--- src/rtl/fetch_queue_pkg.sv ---
// rtl/fetch_queue_pkg.sv - shared types and constants for the fetch queue
package fetch_queue_pkg;

   localparam int          FETCH_WIDTH_DEF = 2;
   localparam logic [31:0] INSTR_NOP_END   = 32'h0;

   typedef struct packed {
      logic [31:0] instr;
      logic [6:0]  pc;
   } fq_entry;

endpackage

--- src/rtl/fq_ring.sv ---
// rtl/fq_ring.sv - multi-write/multi-read ring buffer of fq_entry records
module fq_ring
   import fetch_queue_pkg::*;
#(
   parameter  int WIDTH = 2,
   parameter  int DEPTH = 8,
   localparam int CNT_W = $clog2(DEPTH + 1),
   localparam int N_W   = $clog2(WIDTH + 1)
) (
   input  logic                   clk,
   input  logic                   rst,
   input  logic                   clr,
   input  logic [N_W-1:0]         wr_n,
   input  fq_entry [WIDTH-1:0]    wr_data,
   input  logic [N_W-1:0]         rd_n,
   output fq_entry [WIDTH-1:0]    rd_data,
   output logic [CNT_W-1:0]       count
);

   localparam int PTR_W = $clog2(DEPTH);

   logic [PTR_W-1:0] head;
   logic [PTR_W-1:0] tail;
   fq_entry          mem [DEPTH];

   // Pointers wrap for free because DEPTH is a power of two.
   always_ff @(posedge clk) begin
      if (rst || clr) begin
         head  <= '0;
         tail  <= '0;
         count <= '0;
      end else begin
         head  <= head + PTR_W'(rd_n);
         tail  <= tail + PTR_W'(wr_n);
         count <= count + CNT_W'(wr_n) - CNT_W'(rd_n);
      end
   end

   always_ff @(posedge clk) begin
      for (int i = 0; i < WIDTH; i++) begin
         if (!rst && !clr && (N_W'(i) < wr_n))
            mem[tail + PTR_W'(i)] <= wr_data[i];
      end
   end

   always_comb begin
      for (int i = 0; i < WIDTH; i++)
         rd_data[i] = mem[head + PTR_W'(i)];
   end

endmodule

--- src/rtl/fetch_queue.sv ---
// rtl/fetch_queue.sv - instruction fetch stage feeding decode through an in-order queue
module fetch_queue
   import fetch_queue_pkg::*;
#(
   parameter int FETCH_WIDTH = FETCH_WIDTH_DEF,
   parameter int DEPTH       = 8,
   parameter int IMEM_BYTES  = 128,
   parameter int PC_W        = 7
) (
   input  logic                        clk,
   input  logic                        rst,
   output logic [PC_W-1:0]             imem_addr,
   input  logic [32*FETCH_WIDTH-1:0]   imem_data,
   input  logic                        deq_ready,
   output logic [FETCH_WIDTH-1:0]      deq_valid,
   output logic [32*FETCH_WIDTH-1:0]   deq_instr,
   output logic [PC_W*FETCH_WIDTH-1:0] deq_pc,
   input  logic                        flush,
   input  logic [PC_W-1:0]             flush_pc,
   output logic                        halted,
   output logic [31:0]                 fetched_count,
   output logic [31:0]                 cycle_count
);

   localparam int              CNT_W       = $clog2(DEPTH + 1);
   localparam int              N_W         = $clog2(FETCH_WIDTH + 1);
   localparam logic [PC_W-1:0] GROUP_BYTES = PC_W'(4 * FETCH_WIDTH);
   localparam logic [PC_W:0]   MEM_END     = (PC_W + 1)'(IMEM_BYTES);

   logic [PC_W-1:0]                pc;
   logic [CNT_W-1:0]               count;
   logic [N_W-1:0]                 scan_n;
   logic [N_W-1:0]                 wr_n;
   logic [N_W-1:0]                 rd_n;
   logic                           zero_seen;
   logic                           can_enq;
   logic                           end_of_mem;
   fq_entry [FETCH_WIDTH-1:0]      wr_data;
   fq_entry [FETCH_WIDTH-1:0]      rd_data;

   // Free space is judged on the start-of-cycle count; a same-cycle pop earns no credit.
   assign can_enq    = !halted && !flush &&
                       ((CNT_W'(DEPTH) - count) >= CNT_W'(FETCH_WIDTH));
   assign end_of_mem = ({1'b0, pc} + {1'b0, GROUP_BYTES}) >= MEM_END;
   assign wr_n       = can_enq ? scan_n : '0;

   always_comb begin
      scan_n    = '0;
      zero_seen = 1'b0;
      for (int i = 0; i < FETCH_WIDTH; i++) begin
         wr_data[i].instr = imem_data[32*i +: 32];
         wr_data[i].pc    = pc + PC_W'(4 * i);
         if (!zero_seen) begin
            if (imem_data[32*i +: 32] == INSTR_NOP_END)
               zero_seen = 1'b1;
            else
               scan_n = N_W'(i + 1);
         end
      end
   end

   always_comb begin
      rd_n = '0;
      if (deq_ready && !flush && (count != '0))
         rd_n = (count >= CNT_W'(FETCH_WIDTH)) ? N_W'(FETCH_WIDTH) : N_W'(count);
   end

   fq_ring #(
      .WIDTH (FETCH_WIDTH),
      .DEPTH (DEPTH)
   ) u_ring (
      .clk     (clk),
      .rst     (rst),
      .clr     (flush),
      .wr_n    (wr_n),
      .wr_data (wr_data),
      .rd_n    (rd_n),
      .rd_data (rd_data),
      .count   (count)
   );

   always_ff @(posedge clk) begin
      if (rst) begin
         pc            <= '0;
         halted        <= 1'b0;
         fetched_count <= '0;
         cycle_count   <= '0;
      end else begin
         cycle_count <= cycle_count + 32'd1;
         if (flush) begin
            pc            <= flush_pc;
            halted        <= 1'b0;
            fetched_count <= '0;
         end else if (can_enq) begin
            fetched_count <= fetched_count + 32'(scan_n);
            // No wrap past the top of memory: the last group halts fetch like a zero word.
            if (zero_seen || end_of_mem)
               halted <= 1'b1;
            else
               pc <= pc + GROUP_BYTES;
         end
      end
   end

   assign imem_addr = pc;

   always_comb begin
      for (int i = 0; i < FETCH_WIDTH; i++) begin
         deq_valid[i]                = count > CNT_W'(i);
         deq_instr[32*i +: 32]       = rd_data[i].instr;
         deq_pc[PC_W*i +: PC_W]      = rd_data[i].pc;
      end
   end

endmodule

--- config.mk ---
export PLATFORM = sky130hd
export DESIGN_NAME = fetch_queue
export DESIGN_NICKNAME = d
export VERILOG_FILES = /design/src/rtl/fetch_queue_pkg.sv /design/src/rtl/fq_ring.sv /design/src/rtl/fetch_queue.sv
export SDC_FILE = /design/constraint.sdc
export NUM_CORES = 1
export LEC_CHECK = 0
export ABC_CLOCK_PERIOD_IN_PS = 6400
export BUFFER_PORTS_ARGS = -buffer_cell sky130_fd_sc_hd__buf_2
export CAP_MARGIN = 15
export CORE_ASPECT_RATIO = 0.9
export CORE_MARGIN = 2
export CORE_UTILIZATION = 29
export DETAILED_ROUTE_END_ITERATION = 10
export PLACE_DENSITY_LB_ADDON = 0.05
export SETUP_SLACK_MARGIN = 0.3
export SLEW_MARGIN = 20
export SYNTH_ARGS = -nofsm -noshare
export SYNTH_HDL_FRONTEND = slang
export SYNTH_SLANG_ARGS = --single-unit
--- constraint.sdc ---
create_clock -name clk -period 6.4 [get_ports clk]
set_clock_uncertainty 0.2 [all_clocks]
set_input_delay 1.28 -clock clk [delete_from_list [all_inputs] [get_ports clk]]
set_output_delay 1.28 -clock clk [all_outputs]
set_load 0.02 [all_outputs]
==> results of run 1 <==
-- worst paths after layout --
check,cells past startpoint,from,slack [ps],end
worst max-delay path,5,u_ring.head[1]$_SDFF_PP0_,1460,deq_instr[50]
worst max register to register,15,u_ring.count[0]$_SDFF_PP0_,2310,u_ring.count[3]$_SDFF_PP0_
worst min-delay path,2,cycle_count[31]$_SDFF_PP0_,280,cycle_count[31]$_SDFF_PP0_
worst min register to register,2,cycle_count[31]$_SDFF_PP0_,280,cycle_count[31]$_SDFF_PP0_
-- state kept, by name, summed over array words and instances (netlist names) --
register	cells
u_ring.mem	312
cycle_count	32
fetched_count	32
imem_addr	7
u_ring.count	4
u_ring.head	3
u_ring.tail	3
halted	1
-- Yosys cell counts, drive strengths merged, types with 21 or more instances --
cell type	n	area, µm²
mux2	335	3772
edfxtp	312	9369
mux4	156	3513
nor2	88	332.8
dfxtp	82	1642
buf	56	347.8
nand3	54	270.3
xnor2	50	437.9
clkbuf	49	183.9
xor2	48	420.4
nand2	34	127.6
inv	22	82.58
ha	21	262.8
-- power by group through the flow --
stage	Combinational [W]	Clock (W)	Sequential, W
floorplan	0.000792	0	0.00303
global placement	0.00121	0	0.00305
detailed placement	0.00121	0	0.00306
CTS	0.00121	0.00279	0.00300
global route	0.00129	0.00289	0.00302
finish	0.00118	0.00270	0.00301
-- placed cells by master (no fill, tap or decap), types with 5 or more instances in the layout --
master	instances
buf_2	226
clkinv_1	5
edfxtp_1	312
nor4_1	19
nand3_1	54
o21bai_4	6
nor4b_4	8
fa_1	5
clkinv_2	6
nand2_1	34
inv_1	21
mux2_2	279
nand4_1	16
clkbuf_1	14
ha_1	20
nor3_1	11
and4_1	11
clkbuf_8	6
buf_4	42
clkbuf_16	49
mux4_2	156
nor2_1	86
and2_1	7
xor2_1	47
and3_1	19
mux2_1	56
dfxtp_1	79
xnor2_1	50
a21oi_1	16
-- area by class of cell --
class                      count  area share
sequential                   394      0.4248
multi-input combinational    946      0.4060
timing repair buffer         271     0.05807
clock buffer                  69     0.05248
tap                         1018     0.04910
clock inverter                17    0.006318
inverter                      22    0.003183
antenna                        1  0.00009646
-- worst register-to-register path: cells and delay by family (launching register included) --
family	cells	cell delay [ps]
compound gates	3	770
buf+inv	4	590
xor+xnor	2	260
flops	1	440
simple gates	3	780
fa+ha+maj	3	880
-- metal layers --
layer | vias to the layer above | routed length, µm | GRT usage | share of wire
li1 | 6211 | - | - | -
met1 | 7247 | 33570 | 0.2548 | 0.47
met2 | 275 | 33610 | 0.2952 | 0.47
met3 | 82 | 2728 | 0.02782 | 0.038
met4 | 0 | 1210 | 0.03944 | 0.017
met5 | - | 0 | 0 | 0
-- cells by family after synthesis --
family / synth area share
muxes: 0.3324
AOI/OAI and AO/OA: 0.01329
buffers and inverters: 0.02787
adders and majority gates: 0.01646
xor gates and xnor gates: 0.03894
and+or+nand+nor: 0.07147
DFF: 0.4996
-- per-stage QoR --
stage               hold WS [ps]  total power (W)  utilization  instances  setup slack (ps)
floorplan                  337.0         0.003820            -       1467             468.8
CTS                        280.7         0.007011       0.3458       2737              1330
detailed placement         272.7         0.004265       0.3255       2651              1219
global route               327.0         0.007204       0.3459       2738              1240
global placement           266.1         0.004265       0.3255       2651              1238
finish                     282.4         0.006886       0.3459       2738              1461
==> out/qor.csv, run 1 <==
stage;metric;value;unit
synthesis;synth_edf_count;312;
synthesis;yosys_warnings;0;
sta;relSlewSlack;0.3005;
sta;finalCriticalPeriod;4939;ps
power;power.switching;0.001893;W
final_layout;drive_above_1_share;0.4677;
place;place_area;24410;µm²
clocking;clkTransAtPathRegs;60;ps
synthesis;ys_seq_area_frac;0.4996;
die;fp.dieArea;78220;µm²
sta;slew_violations;0;
die;chipWidth;294.6;µm
power;vdd_drop_max;0.1558;mV
power;internal_power;0.004993;W
synthesis;yosys.cell_types.count;50;
drt;drc_errors;0;
drt;totalWireLength;71120;µm
final_layout;regArea;11020;µm²
global_routing;grt_max_degree;50;
final_layout;multi_input_area;10530;µm²
run_status;status;finished clean;
flow_run;drv_cap;0;
place;io_buffers;226;
worst_setup_path;crit_type;reg2out;
die;rows;95;
synthesis;syn_inst;1467;
clocking;h-tree-depth;2;
worst_setup_path;required;4920;ps
die;die_h;265.5;µm
power;combPwrFrac;0.172;
worst_setup_path;cp_top_family;multiplexers;
clocking;cts_buffers;49;
power;leakagePower;8.612;nW
worst_setup_path;path_buf_inv;2;
final_layout;final_cell_area;25940;µm²
sta;final.period_utilization;0.7718;
clocking;cts_tree;built;
sta;hold_viol_final;0;
drt;firstDrtPassIters;5;
worst_setup_path;cp_slowest_stage_delay;810;ps
power;p_seq_frac;0.436;
drt;routed_via_density;5.046;
synthesis;avgSynthCellArea;15.02;µm²
synthesis;synthArstFlopShare;0;
worst_setup_path;crit_path_end_kind;output pin;
drt;first_iter_violations;747;
hold_path;hp-class;reg2reg;
die;coreArea;75000;µm²
clocking;cts_buffer_depth;3;
clocking;holdBufCountCts;0;
clocking;clk_latency;580;ps
place;hpwl;42700;µm
synthesis;ys_ff_latch;394;
sta;setup_viol;0;
drt;post_drt_wl_per_cell;25.98;µm
global_routing;grt_pass1_wl;103300;µm
worst_setup_path;start_kind;register;
die;initial_utilization;0.2939;
final_layout;n_fill_cell;7369;
sta;rsz0062_at_grt;false;
final_layout;synthToLayoutAreaGrowth;17.70;%
drt;drt.antenna.violating_nets;0;
worst_setup_path;worstPathArrival;3460;ps
global_routing;overflow;0;
sta;tightest_slew;1047;ps
clocking;cts_setup_buffers;0;
place;gp_congestion;0.7260;
global_routing;first_global_vias;14600;
die;num_io_pins;227;
final_layout;nets;1785;
drt;vias;13815;
synthesis;synth_ff_type;edfxtp_1;
synthesis;syn_nets;1568;
power;clkPwrFrac;0.392;
sta;fin_setup_tns;0;ps
worst_setup_path;cp_cell_sequence;ha_4 -> buf_4 -> mux4_2 -> mux2_2 -> buf_2;
clocking;clock_sinks;394;
global_routing;grt_antenna_before_repair;1;
sta;clock.fmax;202.5;MHz
clocking;cts_root_buf;clkbuf_16;
power;swShare;0.2749;
clocking;cts_resized;0;
synthesis;netlist_area;22040;µm²
worst_setup_path;cp_slowest_cell;dfxtp_4;
global_routing;grtUsageTotal;0.1813;
worst_setup_path;path_max_fanout;35;
power;p_per_area;265.4;nW/µm²
Power figures use the tool's default switching activity.
==> run 2: changes to the inputs <==
--- a/config.mk
+++ b/config.mk
@@ -5,7 +5,7 @@
 export SDC_FILE = /design/constraint.sdc
 export NUM_CORES = 1
 export LEC_CHECK = 0
-export ABC_CLOCK_PERIOD_IN_PS = 6400
+export ABC_CLOCK_PERIOD_IN_PS = 4000
 export BUFFER_PORTS_ARGS = -buffer_cell sky130_fd_sc_hd__buf_2
 export CAP_MARGIN = 15
 export CORE_ASPECT_RATIO = 0.9
==> constraint.sdc (replaced) <==
create_clock -name clk -period 4 [get_ports clk]
set_clock_uncertainty 0.2 [all_clocks]
set_input_delay 0.8 -clock clk [delete_from_list [all_inputs] [get_ports clk]]
set_output_delay 0.8 -clock clk [all_outputs]
set_load 0.02 [all_outputs]
==> run 2 against run 1 <==
Global-route usage rose by 0.62 points. Critical path type unchanged. Final cell count rose by 3.3%. Flip-flop and latch count did not move. Critical endpoint is now deq_pc[13]. Clock power rose by 57%. Die area did not move.
==> out/qor.csv, run 2 (synthesis gave the netlist of run 1 again) <==
stage;metric;value;unit;change
run_status;status;finished clean;;
drt;totalWireLength;73920;µm;+3.9%
global_routing;grt_antenna_before_repair;2;;+1
final_layout;top_regs;u_ring.mem x312, cycle_count x32, fetched_count x32;;
final_layout;largest_reg_flops;312;;unchanged
die;rows;95;;unchanged
sta;tightest_slew;999.9;ps;-46.59 ps
clocking;clkTransAtPathRegs;50;ps;about the same
final_layout;drive_above_1_share;0.4925;;+0.02483
clocking;h-tree-depth;2;;unchanged
drt;post_drt_wl_per_cell;26.13;µm;+0.59%
sta;final.period_utilization;0.9106;;
flow_run;drv_cap;0;;unchanged
power;vdd_drop_max;0.2827;mV;+81%
clocking;cts_buffer_depth;3;;unchanged
drt;drt.antenna.violating_nets;0;;unchanged
sta;setup_viol;0;;unchanged
power;leakagePower;9.205;nW;+6.9%
place;numPlacedInstances;2726;;+2.8%
drt;dr_wl_met2;35690;µm;+6.2%
place;hpwl;45380;µm;+6.3%
worst_setup_path;crit_type;reg2out;;
place;io_buffers;226;;unchanged
clocking;cts_tree;built;;
final_layout;regArea;11020;µm²;unchanged
die;fp.dieArea;78220;µm²;unchanged
final_layout;nets;1873;;+4.9%
worst_setup_path;cp_slowest_stage_delay;510;ps;-300 ps
global_routing;grt_pass1_wl;107300;µm;+3.9%
clocking;clock_sinks;394;;unchanged
sta;finalCriticalPeriod;3643;ps;
clocking;clk_latency;590;ps;about the same
final_layout;largest_register;u_ring.mem;;
drt;firstDrtPassIters;5;;unchanged
final_layout;insertedDiodeCount;0;;-1
final_layout;layout_commonest_cell;edfxtp_1;;
final_layout;synthToLayoutAreaGrowth;23.71;%;
worst_setup_path;crit_path_end_kind;output pin;;
final_layout;mostFrequentLayoutCells;edfxtp_1 (312), mux2_2 (279), buf_2 (226), mux4_2 (156), nor2_1 (86);;
die;coreArea;75000;µm²;unchanged
clocking;cts_root_buf;clkbuf_16;;
global_routing;overflow;0;;unchanged
place;gp_congestion;0.7337;;+1.1%
worst_setup_path;path_max_fanout;15;;-57%
clocking;cts_buffers;51;;+4.1%
sta;fin_setup_tns;0;ps;unchanged
sta;rsz0062_at_grt;true;;
worst_setup_path;cp_slowest_cell;mux4_2;;
drt;drc_errors;0;;unchanged
drt;first_iter_violations;765;;+2.4%
worst_setup_path;cp_cell_sequence;ha_4 -> buf_12 -> clkbuf_16 -> mux4_2 -> mux2_2 -> buf_2;;
sta;relSlewSlack;0.3272;;+0.02677
die;die_h;265.5;µm;unchanged
drt;vias;14299;;+3.5%
hold_path;hp-class;in2reg;;
global_routing;first_global_vias;15407;;+5.5%
global_routing;grtUsageTotal;0.1876;;+0.006246
drt;dr.max_layer_used;met4;;
power;p_per_area;407.7;nW/µm²;+54%
final_layout;postLayoutCoreUtil;0.3635;;+0.01767
worst_setup_path;worstPathArrival;2640;ps;-820 ps
global_routing;grt_max_degree;80;;+60%
place;place_area;25480;µm²;+4.4%
die;chipWidth;294.6;µm;unchanged
drt;dr_wl_met3;3012;µm;+10%
final_layout;multi_input_area;10570;µm²;+0.39%
die;initial_utilization;0.2939;;unchanged
worst_setup_path;required;3000;ps;-1920 ps
power;power.total;0.01112;W;+61%
worst_setup_path;start_kind;register;;
sta;clock.fmax;274.5;MHz;
final_layout;n_fill_cell;7256;;-1.5%
drt;routed_via_density;5.054;;+0.17%
sta;hold_viol_final;0;;unchanged
sta;slew_violations;0;;unchanged
die;num_io_pins;227;;unchanged
final_layout;final_cell_area;27270;µm²;+5.1%
clocking;holdBufCountCts;0;;unchanged
final_layout;final_cells;2829;;+3.3%
drt;wl_met1;33700;µm;+0.39%
[run 2: critical path, delay by kind of cell, from the launching register on]
kind | cells | cell delay (ps)
flip-flops | 1 | 380
buffers and inverters | 3 | 550
multiplexers | 2 | 820
adder cells (fa/ha/maj) | 1 | 310
[run 2: metrics by stage]
| step | hold slack (ps) | setup slack, ps |
|---|---|---|
| 2_1_floorplan | 337.0 | -277.3 |
| 3_3_place_gp | 264.4 | -168.2 |
| 3_5_place_dp | 274.5 | -225.0 |
| 4_1_cts | 212.1 | 222.6 |
| 5_1_grt | 257.5 | 265.2 |
| 6_report | 257.7 | 357.5 |
[run 2: path summary, 6_finish.rpt]
| kind | startpoint | end | slack (ps) | cells after the start |
|---|---|---|---|---|
| worst min register to register | fetched_count[0]$_SDFFE_PP0N_ | fetched_count[0]$_SDFFE_PP0N_ | 280 | 2 |
| worst max-delay path | u_ring.head[0]$_SDFF_PP0_ | deq_pc[13] | 360 | 6 |
| worst max register to register | u_ring.count[1]$_SDFF_PP0_ | u_ring.mem[4][5]$_DFFE_PP_ | 530 | 10 |
| worst min-delay path | flush_pc[2] | imem_addr[2]$_SDFFE_PP0P_ | 260 | 3 |
[run 2: layout make-up]
class | instances | area share
Timing Repair Buffer | 357 | 0.1038
Clock buffer | 67 | 0.04938
Multi-Input combinational cell | 946 | 0.3878
Inverter | 22 | 0.003029
Tap cell | 1018 | 0.04671
Clock inverter | 25 | 0.005231
Sequential cell | 394 | 0.4041
[run 2: power breakdown]
part           total (W)  internal (W)  switching (W)
clock network    0.00424       0.00241        0.00183
registers        0.00479       0.00467       0.000117
logic            0.00208      0.000897        0.00119
total             0.0111       0.00798        0.00314
[run 2: layer usage]
layer / up-vias / global-route usage
met5: - / 0
met4: 0 / 0.04440
met3: 95 / 0.02883
met2: 315 / 0.3123
met1: 7493 / 0.2563
li1: 6396 / -
[run 2: what timing repair did]
action	4_1_cts	5_1_grt
pin swaps	0	1
gates resized for setup	8	7
buffers inserted	0	5
gates cloned	2	4
setup endpoints to repair	36	53
==> run 3: changes to the inputs <==
--- a/config.mk
+++ b/config.mk
@@ -10,7 +10,7 @@
 export CAP_MARGIN = 15
 export CORE_ASPECT_RATIO = 0.9
 export CORE_MARGIN = 2
-export CORE_UTILIZATION = 29
+export CORE_UTILIZATION = 25
 export DETAILED_ROUTE_END_ITERATION = 10
 export PLACE_DENSITY_LB_ADDON = 0.05
 export SETUP_SLACK_MARGIN = 0.3
==> run 3 against run 2 <==
Worst setup slack lost 56 ps. Combinational power is 4% higher. First-iteration DRC count up 4.1%. Sequential power barely moved. Register-to-register slack better by 40 ps. Sequential share of layout area shrank 0.96 points. Largest cell class unchanged. Highest routed layer is now met5.
==> out/qor.csv, run 3 (synthesis gave the netlist of run 1 again) <==
stage;metric;value;unit;change
worst_setup_path;crit_type;reg2out;;
final_layout;n_fill_cell;8641;;+19%
sta;relSlewSlack;0.4459;;+0.1187
worst_setup_path;crit_path_end_kind;output pin;;
hold_path;hold_depth;3;;unchanged
clocking;clock_sinks;394;;unchanged
worst_setup_path;path_buf_inv;4;;+1
drt;post_drt_wl_per_cell;25.57;µm;-2.2%
worst_setup_path;ff2ff_path_depth;13;;+3
place;gp_congestion;0.7337;;unchanged
drt;totalWireLength;76600;µm;+3.6%
sta;tightest_slew;827.6;ps;-172.3 ps
clocking;cts_buffers;50;;-2.0%
final_layout;top_regs;u_ring.mem x312, cycle_count x32, fetched_count x32;;
hold_path;hold_start;flush_pc[2];;
worst_setup_path;start_kind;register;;
clocking;cts_root_buf;clkbuf_16;;
final_layout;mostFrequentLayoutCells;edfxtp_1 (312), mux2_2 (272), buf_2 (217), mux4_2 (156), buf_4 (97);;
hold_path;hp-class;in2reg;;
power;swShare;0.2806;;-0.001548
power;combPwrFrac;0.190;;+0.002
die;num_io_pins;227;;unchanged
power;leakagePower;9.470;nW;+2.9%
global_routing;first_global_vias;15213;;-1.3%
global_routing;grt_max_degree;81;;+1.3%
final_layout;largest_register;u_ring.mem;;
clocking;h-tree-depth;2;;unchanged
drt;routed_via_density;4.756;;-5.9%
final_layout;largest_reg_flops;312;;unchanged
hold_path;hold_path_end;imem_addr[2]$_SDFFE_PP0P_;;
run_status;status;finished clean;;
die;rows;103;;+8.4%
worst_setup_path;timing.rr.start;u_ring.count[1]$_SDFF_PP0_;;
sta;setup_viol;0;;unchanged
clocking;cts_tree;built;;
sta;slew_violations;0;;unchanged
power;power.total;0.01144;W;+2.9%
sta;hold_viol_final;0;;unchanged
worst_setup_path;cp_slowest_cell;mux4_2;;
place;numPlacedInstances;2889;;+6.0%
worst_setup_path;required;3000;ps;about the same
drt;vias;14250;;-0.34%
power;internal_power;0.008229;W;+3.1%
power;p_per_area;409.5;nW/µm²;+0.44%
worst_setup_path;worstPathArrival;2700;ps;+60 ps
clocking;holdBufCountCts;0;;unchanged
clocking;cts_buffer_depth;3;;unchanged
global_routing;overflow;0;;unchanged
worst_setup_path;path_max_fanout;8;;-7
drt;first_iter_violations;796;;+4.1%
final_layout;drive_above_1_share;0.5052;;+0.01261
clocking;clk_latency;600;ps;about the same
die;coreArea;87510;µm²;+17%
power;p_seq_frac;0.420;;-0.011
sta;final.period_utilization;0.9247;;+0.01404
final_layout;insertedDiodeCount;0;;unchanged
drt;drc_errors;0;;unchanged
worst_setup_path;cp_top_family;multiplexers;;
worst_setup_path;r2r_slack;570;ps;+40 ps
clocking;clkTransAtPathRegs;60;ps;about the same
place;hpwl;49000;µm;+8.0%
worst_setup_path;r2r-end;u_ring.count[2]$_SDFF_PP0_;;
die;initial_utilization;0.2519;;-0.04198
flow_run;drv_cap;0;;unchanged
place;io_buffers;226;;unchanged
power;vdd_drop_max;0.2414;mV;-15%
global_routing;grt_antenna_before_repair;3;;+1
die;fp.dieArea;90550;µm²;+16%
power;power.switching;0.003209;W;+2.3%
final_layout;layout_commonest_cell;edfxtp_1;;
die;die_h;285.7;µm;+7.6%
global_routing;grtUsageTotal;0.1681;;-0.01948
drt;drt.antenna.violating_nets;0;;unchanged
final_layout;nets;1901;;+1.5%
sta;finalCriticalPeriod;3699;ps;+56.16 ps
drt;firstDrtPassIters;5;;unchanged
die;chipWidth;317.0;µm;+7.6%
final_layout;final_cells;2996;;+5.9%
power;clkPwrFrac;0.390;;+0.008
sta;clock.fmax;270.4;MHz;-1.5%
global_routing;grt_pass1_wl;110200;µm;+2.8%
sta;rsz0062_at_grt;true;;
final_layout;synthToLayoutAreaGrowth;26.74;%;
worst_setup_path;cp_cell_sequence;ha_4 -> buf_12 -> buf_8 -> buf_16 -> mux4_2 -> mux2_2 -> buf_2;;
worst_setup_path;cp_slowest_stage_delay;500;ps;about the same
run 3: per-layer routing:
metal / GRT usage / share of wire
met5: 0.006871 / 0.0012
met4: 0.04151 / 0.021
met3: 0.02777 / 0.043
met2: 0.2775 / 0.48
met1: 0.2284 / 0.46
run 3: worst register-to-register path, delay by kind of cell, from the launching register on:
family | cells | cell delay, ps
compound gates | 1 | 470
xor+xnor | 2 | 310
fa+ha+maj | 3 | 1150
buf+inv | 4 | 430
flops | 1 | 430
simple gates | 3 | 330
run 3: metrics by stage:
| step | utilization | cell area (µm²) | hold WS (ps) | setup TNS [ps] | setup slack, ps |
|---|---|---|---|---|---|
| 5_1_grt | 0.3192 | 27930 | 235.0 | 0 | 187.3 |
| 3_5_place_dp | 0.2968 | 25970 | 277.7 | -14950 | -459.8 |
| 6_report | 0.3192 | 27930 | 234.9 | 0 | 301.3 |
| 2_1_floorplan | - | 22080 | 337.0 | -39210 | -277.3 |
| 4_1_cts | 0.3171 | 27750 | 183.4 | 0 | 223.4 |
| 3_3_place_gp | 0.2965 | 25940 | 272.3 | -32050 | -440.5 |
run 3: timing repair:
action                                  CTS  global route
pin swaps                                 1             1
cloned                                    4             3
setup buffers                             6             1
resized for setup                         8            34
endpoints found under the setup margin   43            61
run 3: power by group through the flow:
stage / clock (W) / combinational [W] / sequential [W]
after floorplan: 0 / 0.00128 / 0.00484
after global placement: 0 / 0.00215 / 0.00488
after detailed placement: 0 / 0.00215 / 0.00488
after CTS: 0.00464 / 0.00219 / 0.00480
after global routing: 0.00477 / 0.00236 / 0.00482
final: 0.00447 / 0.00217 / 0.00480
run 3: how the worst max path moves through the flow:
| stage | startpoint | endpoint | cells after the start |
|---|---|---|---|
| floorplan | imem_data[31] | u_ring.mem[7][0]$_DFFE_PP_ | 8 |
| global placement | imem_data[54] | fetched_count[31]$_SDFFE_PP0N_ | 16 |
| detailed placement | imem_data[54] | fetched_count[29]$_SDFFE_PP0N_ | 16 |
| CTS | u_ring.head[0]$_SDFF_PP0_ | deq_instr[49] | 6 |
| global route | u_ring.head[0]$_SDFF_PP0_ | deq_pc[3] | 4 |
| finish | u_ring.head[0]$_SDFF_PP0_ | deq_instr[37] | 7 |
run 3: cell type report:
cell class | count | area [µm²] | area share
clock inverters | 27 | 202.7 | 0.007256
inverters | 22 | 82.58 | 0.002956
well taps | 1155 | 1445 | 0.05174
flip-flops and latches | 394 | 11020 | 0.3945
repair buffers | 386 | 3213 | 0.1150
clock buffers | 66 | 1373 | 0.04914
multi-input cells | 946 | 10600 | 0.3794
